## src/rtl/c432_event_capture.sv

```systemverilog
// Captures c432 grant outputs, glitch-filters them, and queues each newly
// stable grant as a {group, chan} event behind a valid/ready FIFO with statistics.
module c432_event_capture #(
    parameter int DEPTH = 4,
    parameter int FILT  = 2,
    parameter int CNT_W = 8
) (
    input  logic                     clk,
    input  logic                     rst,
    input  logic                     pa_in,
    input  logic                     pb_in,
    input  logic                     pc_in,
    input  logic [3:0]               chan_in,
    input  logic                     clr_stat,
    output logic                     evt_valid,
    input  logic                     evt_ready,
    output logic [1:0]               evt_group,
    output logic [3:0]               evt_chan,
    output logic [$clog2(DEPTH):0]   fifo_level,
    output logic                     ovf,
    output logic                     err,
    output logic [CNT_W-1:0]         drop_cnt,
    output logic [CNT_W-1:0]         err_cnt
);

    localparam int AW = $clog2(DEPTH);
    localparam int LW = AW + 1;
    localparam int FW = $clog2(FILT + 1);
    localparam logic [FW-1:0]    FILT_CNT  = FW'(FILT);
    localparam logic [LW-1:0]    FULL_LVL  = LW'(DEPTH);
    localparam logic [CNT_W-1:0] CNT_MAX   = '1;
    // Code layout is {illegal, group[1:0], chan[3:0]}; IDLE carries no channel.
    localparam logic [6:0]       CODE_IDLE = 7'h00;
    localparam logic [6:0]       CODE_ILL  = 7'h40;

    logic [6:0]       s_q, s_d;
    logic [6:0]       raw_code;
    logic [6:0]       cand_q, cand_d;
    logic [FW-1:0]    cnt_q, cnt_d;
    logic [6:0]       last_code_q, last_code_d;
    logic             push_q, push_d;
    logic [5:0]       push_data_q, push_data_d;
    logic [5:0]       mem [DEPTH];
    logic [AW-1:0]    wr_ptr_q, wr_ptr_d;
    logic [AW-1:0]    rd_ptr_q, rd_ptr_d;
    logic [LW-1:0]    level_q, level_d;
    logic             ovf_q, ovf_d;
    logic             err_q, err_d;
    logic [CNT_W-1:0] drop_cnt_q, drop_cnt_d;
    logic [CNT_W-1:0] err_cnt_q, err_cnt_d;
    logic             commit;
    logic             pop;
    logic             full;
    logic             do_write;
    logic             drop;
    logic [5:0]       head;

    always_comb begin
        s_d = {pa_in, pb_in, pc_in, chan_in};
    end

    always_comb begin
        case (s_q[6:4])
            3'b000:  raw_code = CODE_IDLE;
            3'b100:  raw_code = {1'b0, 2'd1, s_q[3:0]};
            3'b010:  raw_code = {1'b0, 2'd2, s_q[3:0]};
            3'b001:  raw_code = {1'b0, 2'd3, s_q[3:0]};
            default: raw_code = CODE_ILL;
        endcase
    end

    // Glitch filter; an illegal pattern pins the count at zero so it never commits.
    always_comb begin
        cand_d = cand_q;
        cnt_d  = cnt_q;
        if (raw_code == CODE_ILL) begin
            cand_d = raw_code;
            cnt_d  = '0;
        end else if (raw_code != cand_q) begin
            cand_d = raw_code;
            cnt_d  = FW'(1);
        end else if (cnt_q != FILT_CNT) begin
            cnt_d  = cnt_q + FW'(1);
        end
        commit = (cnt_d == FILT_CNT);
    end

    // Only a change of committed code produces an event, so a held grant yields one.
    always_comb begin
        last_code_d = last_code_q;
        push_d      = 1'b0;
        push_data_d = push_data_q;
        if (commit && (cand_d != last_code_q)) begin
            last_code_d = cand_d;
            push_d      = (cand_d != CODE_IDLE);
            push_data_d = cand_d[5:0];
        end
    end

    always_comb begin
        full     = (level_q == FULL_LVL);
        pop      = evt_valid && evt_ready;
        do_write = push_q && (!full || pop);
        drop     = push_q && full && !pop;
        wr_ptr_d = wr_ptr_q + AW'(do_write);
        rd_ptr_d = rd_ptr_q + AW'(pop);
        level_d  = level_q + LW'(do_write) - LW'(pop);
    end

    // Clear takes priority over any increment in the same cycle.
    always_comb begin
        ovf_d      = ovf_q;
        err_d      = err_q;
        drop_cnt_d = drop_cnt_q;
        err_cnt_d  = err_cnt_q;
        if (clr_stat) begin
            ovf_d      = 1'b0;
            err_d      = 1'b0;
            drop_cnt_d = '0;
            err_cnt_d  = '0;
        end else begin
            if (drop) begin
                ovf_d = 1'b1;
                if (drop_cnt_q != CNT_MAX) begin
                    drop_cnt_d = drop_cnt_q + CNT_W'(1);
                end
            end
            if (raw_code == CODE_ILL) begin
                err_d = 1'b1;
                if (err_cnt_q != CNT_MAX) begin
                    err_cnt_d = err_cnt_q + CNT_W'(1);
                end
            end
        end
    end

    always_ff @(posedge clk) begin
        if (rst) begin
            s_q         <= '0;
            cand_q      <= CODE_IDLE;
            cnt_q       <= '0;
            last_code_q <= CODE_IDLE;
            push_q      <= 1'b0;
            push_data_q <= '0;
            wr_ptr_q    <= '0;
            rd_ptr_q    <= '0;
            level_q     <= '0;
            ovf_q       <= 1'b0;
            err_q       <= 1'b0;
            drop_cnt_q  <= '0;
            err_cnt_q   <= '0;
        end else begin
            s_q         <= s_d;
            cand_q      <= cand_d;
            cnt_q       <= cnt_d;
            last_code_q <= last_code_d;
            push_q      <= push_d;
            push_data_q <= push_data_d;
            wr_ptr_q    <= wr_ptr_d;
            rd_ptr_q    <= rd_ptr_d;
            level_q     <= level_d;
            ovf_q       <= ovf_d;
            err_q       <= err_d;
            drop_cnt_q  <= drop_cnt_d;
            err_cnt_q   <= err_cnt_d;
        end
    end

    // Storage is not reset; stale entries are masked by the occupancy count.
    always_ff @(posedge clk) begin
        if (do_write) begin
            mem[wr_ptr_q] <= push_data_q;
        end
    end

    always_comb begin
        head       = mem[rd_ptr_q];
        evt_valid  = (level_q != '0);
        evt_group  = evt_valid ? head[5:4] : 2'd0;
        evt_chan   = evt_valid ? head[3:0] : 4'd0;
        fifo_level = level_q;
        ovf        = ovf_q;
        err        = err_q;
        drop_cnt   = drop_cnt_q;
        err_cnt    = err_cnt_q;
    end

endmodule
```

## config.mk

```make
export PLATFORM = sky130hd
export DESIGN_NAME = c432_event_capture
export DESIGN_NICKNAME = d
export VERILOG_FILES = /design/src/rtl/c432_event_capture.sv
export SDC_FILE = /design/constraint.sdc
export NUM_CORES = 1
export LEC_CHECK = 0
export ABC_AREA = 0
export CORE_ASPECT_RATIO = 1.1
export CORE_MARGIN = 8
export CORE_UTILIZATION = 52
export CTS_BUF_LIST = sky130_fd_sc_hd__clkbuf_4 sky130_fd_sc_hd__clkbuf_8
export DETAILED_ROUTE_END_ITERATION = 10
export DONT_BUFFER_PORTS = 1
export PLACE_DENSITY = 0.67
export SETUP_SLACK_MARGIN = 0.3
export SYNTH_ARGS = -nofsm -noshare
export SYNTH_HDL_FRONTEND = slang
export SYNTH_SLANG_ARGS = --single-unit
```

## constraint.sdc

```tcl
create_clock -name clk -period 3.35 [get_ports clk]
set_input_delay 0.67 -clock clk [delete_from_list [all_inputs] [get_ports clk]]
set_output_delay 0.67 -clock clk [all_outputs]
set_load 0.1 [all_outputs]
```

==> results of run 1 <==
-- power groups by stage --
stage	sequential [mW]	combinational [mW]	clock [mW]
6_report	1.00	1.02	0.849
5_1_grt	1.01	1.07	0.901
4_1_cts	1.00	1.03	0.873
3_5_place_dp	1.02	1.03	0
3_3_place_gp	1.02	1.02	0
2_1_floorplan	1.09	0.753	0
-- flip-flops by register name, indices dropped and copies added, names as in the netlist --
signal	cells
rd_ptr_q	2
fifo_level	3
last_code_q	7
push_q	1
cand_q	7
drop_cnt	8
mem	24
ovf	1
cnt_q	2
s_q	7
wr_ptr_q	2
err_cnt	8
err	1
-- layer usage --
layer	routed length (um)	GRT usage, %	share of wire (%)
met1	2510	14.94	42
met2	3025	24.08	51
met3	316	4.106	5.3
met4	102	7.314	1.7
met5	0	0	0
-- critical path: cells and delay by family, from the launching register on --
kind	cells	cell delay, ps
AOI/OAI and AO/OA	1	110
and+or+nand+nor	4	1490
muxes	1	380
DFF	1	610
-- cell usage in the layout (no fill, tap or decap), types with 2 or more instances in the layout --
cell type and n:
mux2_2 7, bufinv_16 3, and4_1 2, and3_1 5, nor2_1 32, mux4_2 6, xor2_1 11, ha_1 7
or3_1 3, and2_1 3, nand2_1 9, nand4_1 6, nor3_1 13, nor3b_1 2, buf_4 27, mux2i_1 4
a21oi_1 3, nor2b_2 6, inv_1 12, nor4b_1 4, nor2b_1 21, xnor2_1 7, nand2b_1 7, edfxtp_1 24
nand3_1 5, dfxtp_1 49, o21ai_0 3, clkbuf_8 11
-- worst min-delay path by stage --
stage | slack, ps | depth (start not counted) | endpoint
2_1_floorplan | 460 | 2 | cand_q[2]$_SDFF_PP0_
3_3_place_gp | 500 | 2 | cand_q[2]$_SDFF_PP0_
3_5_place_dp | 510 | 1 | last_code_q[6]$_SDFFE_PP0P_
4_1_cts | 380 | 1 | fifo_level[1]$_SDFF_PP0_
5_1_grt | 380 | 1 | rd_ptr_q[1]$_SDFF_PP0_
6_report | 400 | 1 | s_q[3]$_SDFF_PP0_
-- cells by family after synthesis --
family / count (synthesis) / share of synthesized area [%]
fa+ha+maj: 9 / 3.632
xor+xnor: 18 / 4.869
simple gates: 131 / 23.53
buf+inv: 23 / 3.014
mux: 17 / 7.844
compound gates: 19 / 4.560
flops: 73 / 52.55
-- stage by stage --
step	utilization, %	setup slack [ps]	TNS (ps)
5_1_grt	61.85	479.7	0
4_1_cts	61.85	646.3	0
3_3_place_gp	57.61	714.5	0
6_report	61.85	645.2	0
2_1_floorplan	-	-41.56	-249.3
3_5_place_dp	57.61	672.8	0
-- final cells by class --
class	instances	area, um2
clock buffers	12	158.9
flip-flops and latches	73	1702
repair buffers	27	202.7
multi-input cells	194	1454
fillers	510	2320
inverters	12	45.04
well taps	80	100.1
clock inverters	4	98.84
==> metrics, run 1 <==
status finished clean; Routed wire per std cell 14.81 um; EDFF count, synth 24; TritonCTS Buffers 9; vias post-DR 2148; Critical Path Max Stage Delay 610 ps; Detail Route Antenna Nets 0; Residual DRC 0; Worst Path Required 3560 ps; initial antenna violation count 0; Layout Nets 336; Post-DP Area 3503 um2; Die ar. 9011 um2; worst min path class input pin to flop; Skew-Pair Late Insertion Delay 330 ps; fmax 369.7 MHz; Peak VDD IR 520.9 uV; DRT iter0 DRCs 67; Post-Syn Area 3238 um2; Synth Instances 290; slowest cell on the critical path dfxtp_1; reg2reg setup slack 650 ps; Flop pwr share 34.9%; CP endpoint kind flop; largest net degree at the start of global routing 32; vias per inst 5.343; Worst Hold Launch rst; Final setup viols 0; r2r endpoint last_code_q[1]$_SDFFE_PP0P_; Final Hold Fails 0; CTS Sinks 73; placed cell count 386; Initial Util 53.25%; Arr. time, crit path 2920 ps; n_diodes 0; clock slew at reported path FFs 70 ps; largest area contributor in the netlist dfxtp_1; sequential-to-total area share from yosys stat 52.55%; Die H 98.77 um; routability cong. 0.8486; CP Cell Sequence or3b_4 > or4b_1 > o211ai_2 > nand4_4 > nor3_4 > mux2_2; DP HPWL 4.359 mm; fin cells 402; Rows 30; core box area 6081 um2; Yosys top cell area share 30.29%; Critical Path Start s_q[5]$_SDFF_PP0_; PortBufs 0; share of cells above drive strength 1 21.43%; Primary FF master, synth dfxtp_1; Gate power share 35.5%; CTS tree yes; Area contributors post-synth dfxtp_1, edfxtp_1, nor2b_1; CP endpoint last_code_q[1]$_SDFFE_PP0P_; Total Wirelength 5.955 mm; RSZ-0062 raised after global routing false; vias in the first global route 2209; CP startpoint kind flop; most frequent cells after synthesis dfxtp_1, nor2_1, nor2b_1, edfxtp_1, nor3_1; Area growth syn-to-layout 16.15%; Yosys cell types 56; fin area 3761 um2; total grt overflow 0; Tmin final 2705 ps; Hold Buf Count CTS 0; DIE WIDTH 91.24 um; syn avg cell area 11.17 um2; relative slew slack 34.80%; reg2reg start s_q[5]$_SDFF_PP0_; total chip power 2.868 mW; Post-synth ARST share 0%; Pleak 1.447 nW; Syn Nets 309; drt pass-1 iters 4; Crit Path Category flop to flop; clock power share 29.6%; CP Max Fanout 14; Worst-Margin Slew 976.6 ps; max-cap check violation count 0; FF+latch count, synth 73; H-tree depth 3; Longest Clk Path Bufs 2; ratio of total power to cell area 762.4 nW/um2; worst r2r path cells 6; minimum hold slack 401.2 ps; post-CTS sizing 0; switch share 38.21%; YS warnings 0; number of top-level pins 39; Post-CTS Setup Bufs 0; clock skew 10.58 ps; Psw 1.096 mW; fin crit share 80.74%; first-pass GRT wire length 10.10 mm; most numerous cell in the Yosys netlist dfxtp_1; Pint 1.772 mW; max-slew violations 0; Root Buffer clkbuf_8; gr usage total 13.90%
No activity file was read; power rests on OpenSTA's default activity.
==> inputs of run 2 (changes only) <==
==> constraint.sdc (replaced) <==
create_clock -name clk -period 2.6 [get_ports clk]
set_input_delay 0.52 -clock clk [delete_from_list [all_inputs] [get_ports clk]]
set_output_delay 0.52 -clock clk [all_outputs]
set_load 0.1 [all_outputs]
==> run 2 against run 1 <==
  * Sequential power grew 31%
  * Register-to-register slack lost 300 ps
  * Combinational power grew 33%
  * Sequential cell count is the same
  * Largest cell class unchanged
  * Core utilization grew 3.0 points
  * Critical endpoint is now last_code_q[4]$_SDFFE_PP0P_
  * First-iteration DRC count grew 15%
==> metrics, run 2 (synthesized netlist as in run 1, its figures left out) <==
n_diodes 0; Die H 98.77 um; CP endpoint kind flop; Tmin final 2253 ps; Hold Buf Count CTS 0; H-tree depth 3; fin area 3943 um2; Detail Route Antenna Nets 0; largest net degree at the start of global routing 32; status finished clean; first-pass GRT wire length 10.34 mm; core box area 6081 um2; total grt overflow 0; Worst Path Required 2820 ps; initial antenna violation count 0; ratio of total power to cell area 930.8 nW/um2; setup TNS 0 ps; Worst Slack Setup Final 347.2 ps; Layout Nets 347; slowest cell on the critical path or3b_4; max-slew violations 0; DIE WIDTH 91.24 um; Crit path max-delay family compound AO/OA/AOI/OAI gates; Post-DP Area 3573 um2; gr usage total 14.13%; worst path bufs/invs 2; highest-count cells in the layout ignoring fill and taps dfxtp_1, buf_4, nor2_1; Area growth syn-to-layout 21.75%; DP HPWL 4.348 mm; number of top-level pins 39; Final setup viols 0; clock slew at reported path FFs 70 ps; PortBufs 0; Initial Util 53.25%; post-layout utilization of the core 64.84%; Final Hold Fails 0; share of cells above drive strength 1 29.13%; worst min path class input pin to flop; Crit Path Category flop to flop; register area 1727 um2; Peak VDD IR 633.4 uV; max reg flops 24; pre-CTS WS 128.5 ps; Filler Cell Count 497; TritonCTS Buffers 9; Routed wire per std cell 14.83 um; multi-input logic area 1540 um2; routability cong. 0.8777; vias post-DR 2181; Skew-Pair Late Insertion Delay 330 ps; CTS tree yes; Pleak 1.511 nW; Worst-Margin Slew 545.2 ps; minimum hold slack 245.8 ps; RSZ-0062 raised after global routing true; Longest Clk Path Bufs 2; clock skew 10.70 ps; relative slew slack 63.52%; fmax 443.9 MHz; Total Wirelength 6.123 mm; Residual DRC 0; drt pass-1 iters 6; CP Max Fanout 7; Arr. time, crit path 2470 ps; CP startpoint kind flop; commonest non-fill, non-tap cell in the layout dfxtp_1; CTS Sinks 73; DRT iter0 DRCs 77; Die ar. 9011 um2; vias per inst 5.281; Critical Path Max Stage Delay 400 ps; max-cap check violation count 0; Rows 30; Root Buffer clkbuf_8; CP Cell Sequence or3b_4 > buf_4 > o21a_2 > o31a_1 > a221oi_4 > nor3_4 > buf_12 > mux2_2; fin crit share 86.65%; Top reg by flops mem; vias in the first global route 2228
## run 2: changes by cell type in the layout (fill, tap and decap cells not counted), moves of 2 or more
cell     before  now
buf_4        27   37
dfxtp_4       0    6
dfxtp_1      49   41
dfxtp_2       0    2
nor4b_1       4    2
## run 2: per-stage QoR
stage / std cells / power (mW)
after floorplan: 290 / 2.438
after global placement: 392 / 2.658
after detailed placement: 392 / 2.668
after CTS: 412 / 3.680
after global routing: 413 / 3.821
final: 413 / 3.670
## run 2: timing repair
item                                    CTS  global route
gates resized for setup                   6            12
endpoints found under the setup margin   13             9
pin swaps                                 3             4
buffers inserted                          4             1
## run 2: worst paths after layout
check | startpoint | slack, ps | end | depth (start not counted)
hold reg to reg | ovf$_SDFFE_PP0P_ | 490 | ovf$_SDFFE_PP0P_ | 2
setup reg to reg | s_q[6]$_SDFF_PP0_ | 350 | last_code_q[4]$_SDFFE_PP0P_ | 8
setup / recovery | s_q[6]$_SDFF_PP0_ | 350 | last_code_q[4]$_SDFFE_PP0P_ | 8
hold / removal | rst | 250 | fifo_level[1]$_SDFF_PP0_ | 1
## run 2: layout make-up
| type | count | area share [%] |
|---|---|---|
| Multi-Input combinational cell | 194 | 39.07 |
| Clock inverter | 4 | 1.872 |
| Clock buffer | 12 | 4.030 |
| Inverter | 12 | 1.142 |
| Tap cell | 80 | 2.539 |
| Sequential cell | 73 | 43.80 |
| Timing Repair Buffer | 38 | 7.553 |
## run 2: power by group
group          internal, mW  switching, mW
logic                 0.400          0.961
clock network         0.606          0.389
registers              1.23         0.0847
total                  2.24           1.43
## run 2: layer usage
layer  vias up  GRT usage, %  share of wire, %
met5         -             0                 0
met3         8         3.802               5.2
met1      1032         15.90                42
met4         0         8.449               1.8
met2        41         23.46                51
li1       1100             -                 -
## run 2: worst register-to-register path, cell delays in order, from the launching register on
cell,delay (ps)
dfxtp_4,370
or3b_4,400
buf_4,160
o21a_2,150
o31a_1,340
a221oi_4,260
nor3_4,80
buf_12,140
mux2_2,260
==> inputs of run 3 (changes only) <==
--- a/config.mk
+++ b/config.mk
@@ -13,6 +13,7 @@
 export DETAILED_ROUTE_END_ITERATION = 10
 export DONT_BUFFER_PORTS = 1
 export PLACE_DENSITY = 0.67
+export RECOVER_POWER = 50
 export SETUP_SLACK_MARGIN = 0.3
 export SYNTH_ARGS = -nofsm -noshare
 export SYNTH_HDL_FRONTEND = slang
==> run 3 against run 2 <==
  * Via count decreased by 0.28%
  * Clock power about the same
  * Cell area decreased by 0.76%
  * Total power decreased by 0.98%
  * Hold slack got worse by 1.2 ps
  * Register-to-register slack about the same
  * Setup slack got worse by 5.3 ps
==> metrics, run 3 (synthesized netlist as in run 1, its figures left out) <==
Pleak 1.503 nW; drt pass-1 iters 4; switch share 39.07%; top sig layer met4; clock skew 10.71 ps; Worst Path Required 2820 ps; met3 WL 318 um; Routed wire per std cell 14.81 um; Tmin final 2258 ps; DIE WIDTH 91.24 um; RSZ-0062 raised after global routing true; Hold Path End fifo_level[1]$_SDFF_PP0_; clock power share 27.4%; CTS Sinks 73; clock slew at reported path FFs 70 ps; number of top-level pins 39; Flop pwr share 35.6%; Layout Nets 347; largest net degree at the start of global routing 32; routability cong. 0.8777; max reg flops 24; Worst-Margin Slew 542.5 ps; Rows 30; Root Buffer clkbuf_8; Area growth syn-to-layout 20.83%; Arr. time, crit path 2480 ps; Longest Clk Path Bufs 2; fmax 442.9 MHz; Skew-Pair Late Insertion Delay 330 ps; PortBufs 0; Pint 2.214 mW; worst min path class input pin to flop; reg2reg setup slack 340 ps; Top reg by flops mem; n_diodes 0; TritonCTS Buffers 9; vias in the first global route 2228; first-pass GRT wire length 10.34 mm; Worst Slack Setup Final 341.9 ps; WHS Path Cells 1; relative slew slack 63.70%; met1 WL 2.559 mm; initial antenna violation count 0; Gate power share 37.0%; vias post-DR 2175; total length of routed met2 wires 3.125 mm; CTS tree yes; max-slew violations 0; H-tree depth 3; worst r2r path cells 8; Residual DRC 0; max-cap check violation count 0; ratio of total power to cell area 928.8 nW/um2; gr usage total 14.13%; Peak VDD IR 633.4 uV; CP Max Fanout 7; status finished clean; CP endpoint kind flop; fin crit share 86.85%; commonest non-fill, non-tap cell in the layout dfxtp_1; Total Wirelength 6.115 mm; Psw 1.420 mW; Detail Route Antenna Nets 0; Final setup viols 0; Hold Buf Count CTS 0; highest-count cells in the layout ignoring fill and taps dfxtp_1, buf_4, nor2_1; Die ar. 9011 um2; CP startpoint kind flop; Crit Path Category flop to flop; core box area 6081 um2; pre-CTS WS 128.5 ps; r2r endpoint last_code_q[4]$_SDFFE_PP0P_; setup TNS 0 ps; total grt overflow 0; minimum hold slack 244.5 ps; DRT iter0 DRCs 86; share of cells above drive strength 1 28.23%; Final Hold Fails 0; Initial Util 53.25%; Worst Hold Launch rst; Die H 98.77 um; DP HPWL 4.348 mm; reg2reg start s_q[6]$_SDFF_PP0_; vias per inst 5.266
## run 3: how the worst max path moves through the flow
stage / start / to / depth (start not counted)
3_5_place_dp: s_q[4]$_SDFF_PP0_ / last_code_q[3]$_SDFFE_PP0P_ / 6
3_3_place_gp: s_q[4]$_SDFF_PP0_ / last_code_q[0]$_SDFFE_PP0P_ / 6
6_report: s_q[6]$_SDFF_PP0_ / last_code_q[4]$_SDFFE_PP0P_ / 8
2_1_floorplan: fifo_level[0]$_SDFF_PP0_ / fifo_level[2]$_SDFF_PP0_ / 10
5_1_grt: fifo_level[0]$_SDFF_PP0_ / fifo_level[2]$_SDFF_PP0_ / 10
4_1_cts: s_q[6]$_SDFF_PP0_ / last_code_q[4]$_SDFFE_PP0P_ / 7
## run 3: final cells by class
type | count | area (um2)
Fill cell | 502 | 2168
Sequential cell | 73 | 1723
Multi-Input combinational cell | 194 | 1514
Timing Repair Buffer | 38 | 297.8
Clock buffer | 12 | 158.9
Tap cell | 80 | 100.1
Clock inverter | 4 | 73.82
Inverter | 12 | 45.04
## run 3: power groups by stage
stage	Sequential (mW)	Combinational (mW)	Clock, mW
after floorplan	1.43	1.01	0
after global placement	1.33	1.33	0
after detailed placement	1.33	1.34	0
after CTS	1.30	1.35	1.02
after global routing	1.30	1.41	1.07
final	1.29	1.35	0.995
## run 3: critical path: stages, from the launching register on
cell and delay (ps):
dfxtp_4 370, or3b_4 400, buf_4 160, o21a_2 150, o31a_1 340, a221oi_4 260
nor3_4 80, buf_12 140, mux2_2 250
## run 3: metal layers
| metal | global-route usage, % | vias up |
|---|---|---|
| met3 | 3.802 | 8 |
| met1 | 15.90 | 1024 |
| met4 | 8.449 | 0 |
| met5 | 0 | - |
| met2 | 23.46 | 41 |
| li1 | - | 1102 |
## run 3: what timing repair did
| item | CTS | global route |
|---|---|---|
| gates cloned | 0 | 0 |
| buffers inserted | 4 | 1 |
| pin swaps | 3 | 4 |
| endpoints found under the setup margin | 13 | 9 |
| gates resized for setup | 6 | 12 |
| hold endpoints to repair | 0 | 0 |
## run 3: per-stage QoR
| stage | instance area [um2] | utilization, % | total power, mW | cells |
|---|---|---|---|---|
| global placement | 3573 | 58.77 | 2.658 | 392 |
| global route | 3913 | 64.34 | 3.784 | 413 |
| floorplan | 3278 | - | 2.438 | 290 |
| detailed placement | 3573 | 58.77 | 2.668 | 392 |
| CTS | 3865 | 63.56 | 3.680 | 412 |
| finish | 3913 | 64.34 | 3.634 | 413 |
